==> src/rtl/window_gen_3x3.sv <==
// window_gen_3x3
// Turns a raster-order pixel stream into 3x3 neighbourhoods for the median
// sorter. The two previous lines live in line buffers, and a 3x3 shift
// register supplies the window. One window is emitted for each interior
// pixel, with no border padding. Frames may stream back-to-back.
//
// Ports:
//   clk         rising-edge clock
//   reset       synchronous, active-high
//   Valid_IN    qualifies DATA_IN (pixel accepted on a clk edge with Valid_IN=1)
//   DATA_IN     pixel, raster order, columns fastest
//   window_out  packed window; slice 3*i+j = pixel (r-2+i, c-2+j)
//   Valid_OUT   window_out/center_row/center_col valid this cycle
//   center_row  row of the window centre
//   center_col  column of the window centre
//   frame_done  one-cycle pulse with the last window of a frame
module window_gen_3x3 #(
  parameter int DATA_WIDTH = 8,
  parameter int ROW        = 256,
  parameter int COL        = 256
) (
  input  logic                      clk,
  input  logic                      reset,
  input  logic                      Valid_IN,
  input  logic [DATA_WIDTH-1:0]     DATA_IN,
  output logic [9*DATA_WIDTH-1:0]   window_out,
  output logic                      Valid_OUT,
  output logic [$clog2(ROW)-1:0]    center_row,
  output logic [$clog2(COL)-1:0]    center_col,
  output logic                      frame_done
);

  localparam int RW = $clog2(ROW);
  localparam int CW = $clog2(COL);
  localparam logic [RW-1:0] ROW_LAST = RW'(ROW - 1);
  localparam logic [CW-1:0] COL_LAST = CW'(COL - 1);

  logic [RW-1:0]           r_row_cnt;
  logic [CW-1:0]           r_col_cnt;
  logic [DATA_WIDTH-1:0]   r_lb0 [COL];
  logic [DATA_WIDTH-1:0]   r_lb1 [COL];
  logic [DATA_WIDTH-1:0]   r_sh  [9];

  logic [DATA_WIDTH-1:0]   w_lb0_rd;
  logic [DATA_WIDTH-1:0]   w_lb1_rd;
  logic [DATA_WIDTH-1:0]   w_sh_next [9];
  logic [9*DATA_WIDTH-1:0] w_win_packed;
  logic                    w_col_last;
  logic                    w_row_last;
  logic                    w_emit;

  // lb1 holds line r-1 and lb0 holds line r-2 at the current column.
  assign w_lb0_rd   = r_lb0[r_col_cnt];
  assign w_lb1_rd   = r_lb1[r_col_cnt];
  assign w_col_last = (r_col_cnt == COL_LAST);
  assign w_row_last = (r_row_cnt == ROW_LAST);
  // Gating on r>=2, c>=2 keeps windows from spanning a line or frame boundary.
  assign w_emit     = Valid_IN && (r_row_cnt >= RW'(2)) && (r_col_cnt >= CW'(2));

  always_comb begin
    for (int k = 0; k < 9; k++) w_sh_next[k] = r_sh[k];
    for (int i = 0; i < 3; i++) begin
      w_sh_next[3*i]   = r_sh[3*i+1];
      w_sh_next[3*i+1] = r_sh[3*i+2];
    end
    w_sh_next[2] = w_lb0_rd;
    w_sh_next[5] = w_lb1_rd;
    w_sh_next[8] = DATA_IN;
  end

  always_comb begin
    w_win_packed = '0;
    for (int k = 0; k < 9; k++) w_win_packed[DATA_WIDTH*k +: DATA_WIDTH] = w_sh_next[k];
  end

  // Line buffers carry no reset so they can map onto RAM; the read-before-write
  // at the same address moves line r-1 into lb0 as line r enters lb1.
  always_ff @(posedge clk) begin
    if (!reset && Valid_IN) begin
      r_lb1[r_col_cnt] <= DATA_IN;
      r_lb0[r_col_cnt] <= w_lb1_rd;
    end
  end

  always_ff @(posedge clk) begin
    if (reset) begin
      r_row_cnt  <= '0;
      r_col_cnt  <= '0;
      for (int k = 0; k < 9; k++) r_sh[k] <= '0;
      window_out <= '0;
      Valid_OUT  <= 1'b0;
      center_row <= '0;
      center_col <= '0;
      frame_done <= 1'b0;
    end else begin
      Valid_OUT  <= w_emit;
      frame_done <= Valid_IN && w_row_last && w_col_last;
      if (Valid_IN) begin
        for (int k = 0; k < 9; k++) r_sh[k] <= w_sh_next[k];
        if (w_col_last) begin
          r_col_cnt <= '0;
          r_row_cnt <= w_row_last ? '0 : r_row_cnt + RW'(1);
        end else begin
          r_col_cnt <= r_col_cnt + CW'(1);
        end
      end
      // The output register is loaded only for real windows. This keeps the
      // outputs held while edge pixels still shift through r_sh.
      if (w_emit) begin
        window_out <= w_win_packed;
        center_row <= r_row_cnt - RW'(1);
        center_col <= r_col_cnt - CW'(1);
      end
    end
  end

endmodule

==> config.mk <==
export PLATFORM = sky130hd
export DESIGN_NAME = window_gen_3x3
export DESIGN_NICKNAME = d
export VERILOG_FILES = /design/src/rtl/window_gen_3x3.sv
export SDC_FILE = /design/constraint.sdc
export NUM_CORES = 2
export LEC_CHECK = 0
export ABC_CLOCK_PERIOD_IN_PS = 18960
export BUFFER_PORTS_ARGS = -buffer_cell sky130_fd_sc_hd__buf_2
export CAP_MARGIN = 30
export CORE_MARGIN = 2
export CORE_UTILIZATION = 63
export CTS_CLUSTER_SIZE = 30
export DETAILED_ROUTE_END_ITERATION = 12
export GPL_ROUTABILITY_DRIVEN = 0
export PLACE_DENSITY = 0.76
export SETUP_SLACK_MARGIN = 0.02
export SYNTH_ARGS = -nofsm -noshare
export SYNTH_HDL_FRONTEND = slang
export SYNTH_MEMORY_MAX_BITS = 65536
export SYNTH_SLANG_ARGS = --single-unit
export TNS_END_PERCENT = 10
==> constraint.sdc <==
create_clock -name clk -period 18.96 [get_ports clk]
set_input_delay 2.844 -clock clk [delete_from_list [all_inputs] [get_ports clk]]
set_output_delay 2.844 -clock clk [all_outputs]
set_load 0.02 [all_outputs]
After elaboration in Yosys (flattened, before gate mapping)
Memory sizes are Yosys's and may differ from the RTL's. A register that Yosys moved wholly into a read port is not among the register bits.
Cells that the tools add are included.
{"block": "totals", "ff_bits": 106, "latch_bits": 0, "mem_bits_rw": 4168, "romBits": 0, "in_bits": 11, "output_inout_bits": 90, "elab_cells": 56, "memories": 3}
{"block": "classes", "n_addsub": 4, "multipliers": 0, "div": 0, "magnitude_cmp": 2, "eq_ne": 2, "n_shift": 0, "muxes": 22, "bitwise": 9, "reduce_logical": 7}
{"name": "r_lb0", "words": 256, "word_bits": 8, "rd": 1, "rd_ports_with_merged_regs": 1, "wr": 1, "line": "40", "text": "logic [DATA_WIDTH-1:0] r_lb0 [COL];"}
{"name": "r_lb1", "words": 256, "word_bits": 8, "rd": 1, "rd_ports_with_merged_regs": 1, "wr": 1, "line": "41", "text": "logic [DATA_WIDTH-1:0] r_lb1 [COL];"}
{"name": "r_sh", "words": 9, "word_bits": 8, "rd": 6, "rd_ports_with_merged_regs": 0, "wr": 9, "line": "42", "text": "logic [DATA_WIDTH-1:0] r_sh [9];"}
{"cell": "8-bit 2-to-1 mux", "count": 15}
{"cell": "8-bit by 1-bit adder with 8-bit output (second input constant)", "count": 2}
{"cell": "8-bit equality test (second input constant)", "count": 2}
{"cell": "8-bit by 2-bit greater-or-equal comparator with 1-bit output (second input constant)", "count": 2}
{"cell": "8-bit by 1-bit subtractor with 8-bit output (second input constant)", "count": 2}
{"cell": "1-bit bitwise OR", "count": 9}
{"cell": "1-bit 2-to-1 mux", "count": 7}
{"cell": "1-bit logical AND", "count": 5}
{"cell": "2-bit AND reduction", "count": 1}
{"cell": "1-bit zero test", "count": 1}

Longest topological paths before layout
{"block": "depth", "word_depth": 4, "mapped_depth": 13, "ltp_nobuf": 10}

Least setup slack after synthesis
Ideal clock, no wire load.
{"block": "synth_timing", "path_kind": "flip-flop to flip-flop", "start": "register (tool-made name)", "end": "memory r_lb0[0][5] (data pin)", "arrival_time_ps": 11433, "required_time_ps": 16860, "setup_slack_ps": 5427, "path_stages_with_launch": 13, "path_cell_list": "dfxtp_1 buf_6 buf_12 buf_12 buf_12 buf_12 buf_8 a21oi_1 o21ai_1 nor2_1 o41ai_2 a41oi_1 nor3_1"}
{"item": "end: declaration", "line": "40"}

==> impl_metrics.json <==
{
  "status": "completed",
  "ys.flop_type": "edfxtp_1",
  "initial_utilization": 0.633,
  "grt_overflow": 0,
  "fin_util": 0.708,
  "dp_hpwl_um": 268000,
  "yosys_register_bits": 4258,
  "required_ps": 19640,
  "finalWirelength_um": 467000,
  "worst_slew_pin_slew_ps": 1200,
  "ant_nets": 0,
  "drive_gt1_frac": 0.266,
  "cts_buffer_depth": 4,
  "syn-cell-area_um2": 164000,
  "grtUsageTotal": 0.353,
  "timing.fmax_mhz": 126,
  "yosysSeqAreaShare": 0.771,
  "final_area_um2": 184000,
  "internal-power_mw": 15.5,
  "p_comb_frac": 0.049,
  "placed_area_um2": 170000,
  "yosys.area.top_type_share": 0.757,
  "p_sw_frac": 0.212,
  "cts.sinks": 4258,
  "num_vias": 87558,
  "antenna_found_initial": 28,
  "holdPathStages": 2,
  "core_um2": 259000,
  "hold_buffers": 0,
  "die_height_um": 515,
  "synth_largest_area_cell": "edfxtp_1",
  "ys_async_sr_fraction": 0,
  "ir_worst_vdd_uv": 88.1,
  "hold_path_class": "flop to flop",
  "dieWidth_um": 515,
  "io_buffer_count": 100,
  "grt_pass1_wl_um": 648000,
  "hold_slack_ps": 449,
  "min_to": "window_out[66]$_SDFFE_PP0P_",
  "grt_max_degree": 162,
  "max_slew_margin": 0.195,
  "p_leak_nw": 57.3,
  "row_count": 187,
  "postCtsResizedCells": 0,
  "synth_cell_types": 98,
  "powerDensity_nw_per_um2": 107,
  "root_buffer": "clkbuf_16",
  "syn-num-nets": 7629,
  "nets": 8182,
  "synth_area_per_cell_um2": 21.6,
  "grt_setup_unrepaired": "false",
  "critPathKind": "flop to flop",
  "ys_top_cells_by_area": "edfxtp_1 (76%), mux4_2 (13%), dfxtp_1 (1.4%)",
  "p_sw_mw": 4.17,
  "wl_per_cell_um": 39.2,
  "layout_min_cycle_time_ps": 7960,
  "cp_max_fo": 94,
  "clkPwrFrac": 0.418,
  "clk_pin_slew_ps": 60,
  "drcViolationCount": 0,
  "drt_iter0_drc": 15559,
  "ctsHtreeMaxLevel": 5,
  "area_growth_syn_to_layout_pct": 11.8,
  "grt_pass1_vias": 84581,
  "final-setup-viol-count": 0,
  "post-route-period-util": 0.420,
  "post_cts_buffers": 0,
  "fillers": 14293,
  "ioPinCount": 101,
  "fin_skew_ps": 96.8,
  "pwr-share-seq": 0.532,
  "dr.pass1.iters": 8,
  "yosys_warnings": 0,
  "synthCells": 7610,
  "r2r-end": "r_lb0[207][3]$_DFFE_PP_",
  "tns_ps": 0,
  "rrSetupSlack_ps": 11000,
  "crit_path_end_kind": "flop",
  "die-area_um2": 265000,
  "power_mw": 19.6,
  "start_kind": "flop",
  "vias_per_cell": 7.35,
  "crit_arrival_ps": 8640,
  "clock_latency_ps": 960,
  "tritoncts": "built",
  "maxCapViolCount": 0,
  "synth_edf_count": 4144,
  "slew_viol_final": 0,
  "report.final.hold_viol_count": 0,
  "numCtsBuffers": 409,
  "hp-start": "window_out[66]$_SDFFE_PP0P_",
  "reg2regPathDepth": 14
}
[worst max path at each step]
stage / start / end / cells after the start
after floorplan: flop / r_lb0[0][5]$_DFFE_PP_ / 12
after global placement: flop / r_lb0[250][3]$_DFFE_PP_ / 13
after detailed placement: flop / r_lb0[255][3]$_DFFE_PP_ / 14
after CTS: flop / r_lb0[207][3]$_DFFE_PP_ / 14
after global routing: flop / r_lb0[206][3]$_DFFE_PP_ / 14
final: flop / r_lb0[207][3]$_DFFE_PP_ / 14
[sequential cells by signal, indices dropped and copies added (netlist names), named ones only]
signal,flops
Valid_OUT,1
center_col,8
center_row,8
frame_done,1
r_col_cnt,8
r_lb0,2048
r_lb1,2048
r_row_cnt,8
r_sh,48
window_out,72
[layout by cell type, fill, tap and decap left out, drive strengths merged, types with 25 or more instances in the layout]
master and count:
clkbuf 520, nand3 80, clkinv 170, mux4 988, a31oi 26, mux2 36
nor3 51, bufinv 50, dfxtp 114, a22oi 132, a211oi 40, nand2 281
o22ai 134, edfxtp 4144, a21oi 142, nor2 375, o21ai 50, o221ai 25
mux2i 208, and2 47, buf 575
[cell usage after synthesis, drive strengths merged, types with 6 or more instances]
cell type,number
a22o,6
nand4,7
a311oi,11
nor3,51
a22oi,132
mux4,988
nand2,281
o21ai,50
a211oi,40
clkbuf,133
and3,11
nor4,22
o221ai,25
o211ai,19
a31oi,26
nor2,375
ha,8
dfxtp,114
o41ai,6
xor2,14
buf,310
xnor2,8
inv,14
edfxtp,4144
a221oi,17
nand3,80
nor2b,24
and2,47
o22ai,134
or4,8
nand2b,12
mux2,36
o32ai,8
mux2i,208
or2,9
a21oi,142
[power by group through the flow]
stage | combinational [mW] | sequential [mW] | clock [mW]
after detailed placement | 0.937 | 10.7 | 0
after floorplan | 0.613 | 10.7 | 0
after global placement | 0.899 | 10.7 | 0
after CTS | 0.947 | 10.5 | 8.24
after global routing | 1.01 | 10.4 | 8.58
final | 0.972 | 10.4 | 8.22
[stage by stage]
stage / std cells / setup slack, ps
2_1_floorplan: 7610 / 5430
3_3_place_gp: 11101 / 11140
4_1_cts: 11880 / 11230
5_1_grt: 11902 / 10550
3_5_place_dp: 11133 / 11270
6_report: 11915 / 11000
[final cells by class]
type                    count  area, um2  area share
well taps                3402       4260      0.0232
multi-input cells        2889      34400       0.187
clock inverters           241       2690      0.0147
clock buffers             506      10700      0.0583
diodes                     14       35.0    0.000191
flip-flops and latches   4258     127000       0.690
repair buffers            589       4710      0.0256
inverters                  16       73.8    0.000402
[kinds of logic (layout without fill, tap and decap cells)]
group,Yosys count,after routing,synth area share
xor+xnor,22,22,0.00117
compound gates,676,676,0.0284
fa+ha+maj,8,8,0.000609
simple gates,951,951,0.0259
other cells,0,14,0
flops,4258,4258,0.771
buf+inv,463,1352,0.0210
mux,1232,1232,0.152
[worst max-delay path, stage by stage, from the launching register on]
cell     delay [ps]
dfxtp_4         760
buf_4           530
buf_12          600
buf_4           760
buf_4           550
mux4_1          330
mux2i_1          70
mux2i_1         290
nor2_1           90
o32ai_1         870
buf_4           270
and2_4          560
buf_4           780
buf_4           560
buf_16          290
[layer usage]
metal | GRT usage | routed length (um) | share of wire | up-vias
met5 | 0 | 308 | 0.00066 | -
met4 | 0.171 | 25800 | 0.055 | 28
met3 | 0.120 | 73700 | 0.16 | 1308
met2 | 0.518 | 212000 | 0.45 | 8173
met1 | 0.480 | 155000 | 0.33 | 45073
li1 | - | - | - | 32976
(Power assumes the default switching activity.)
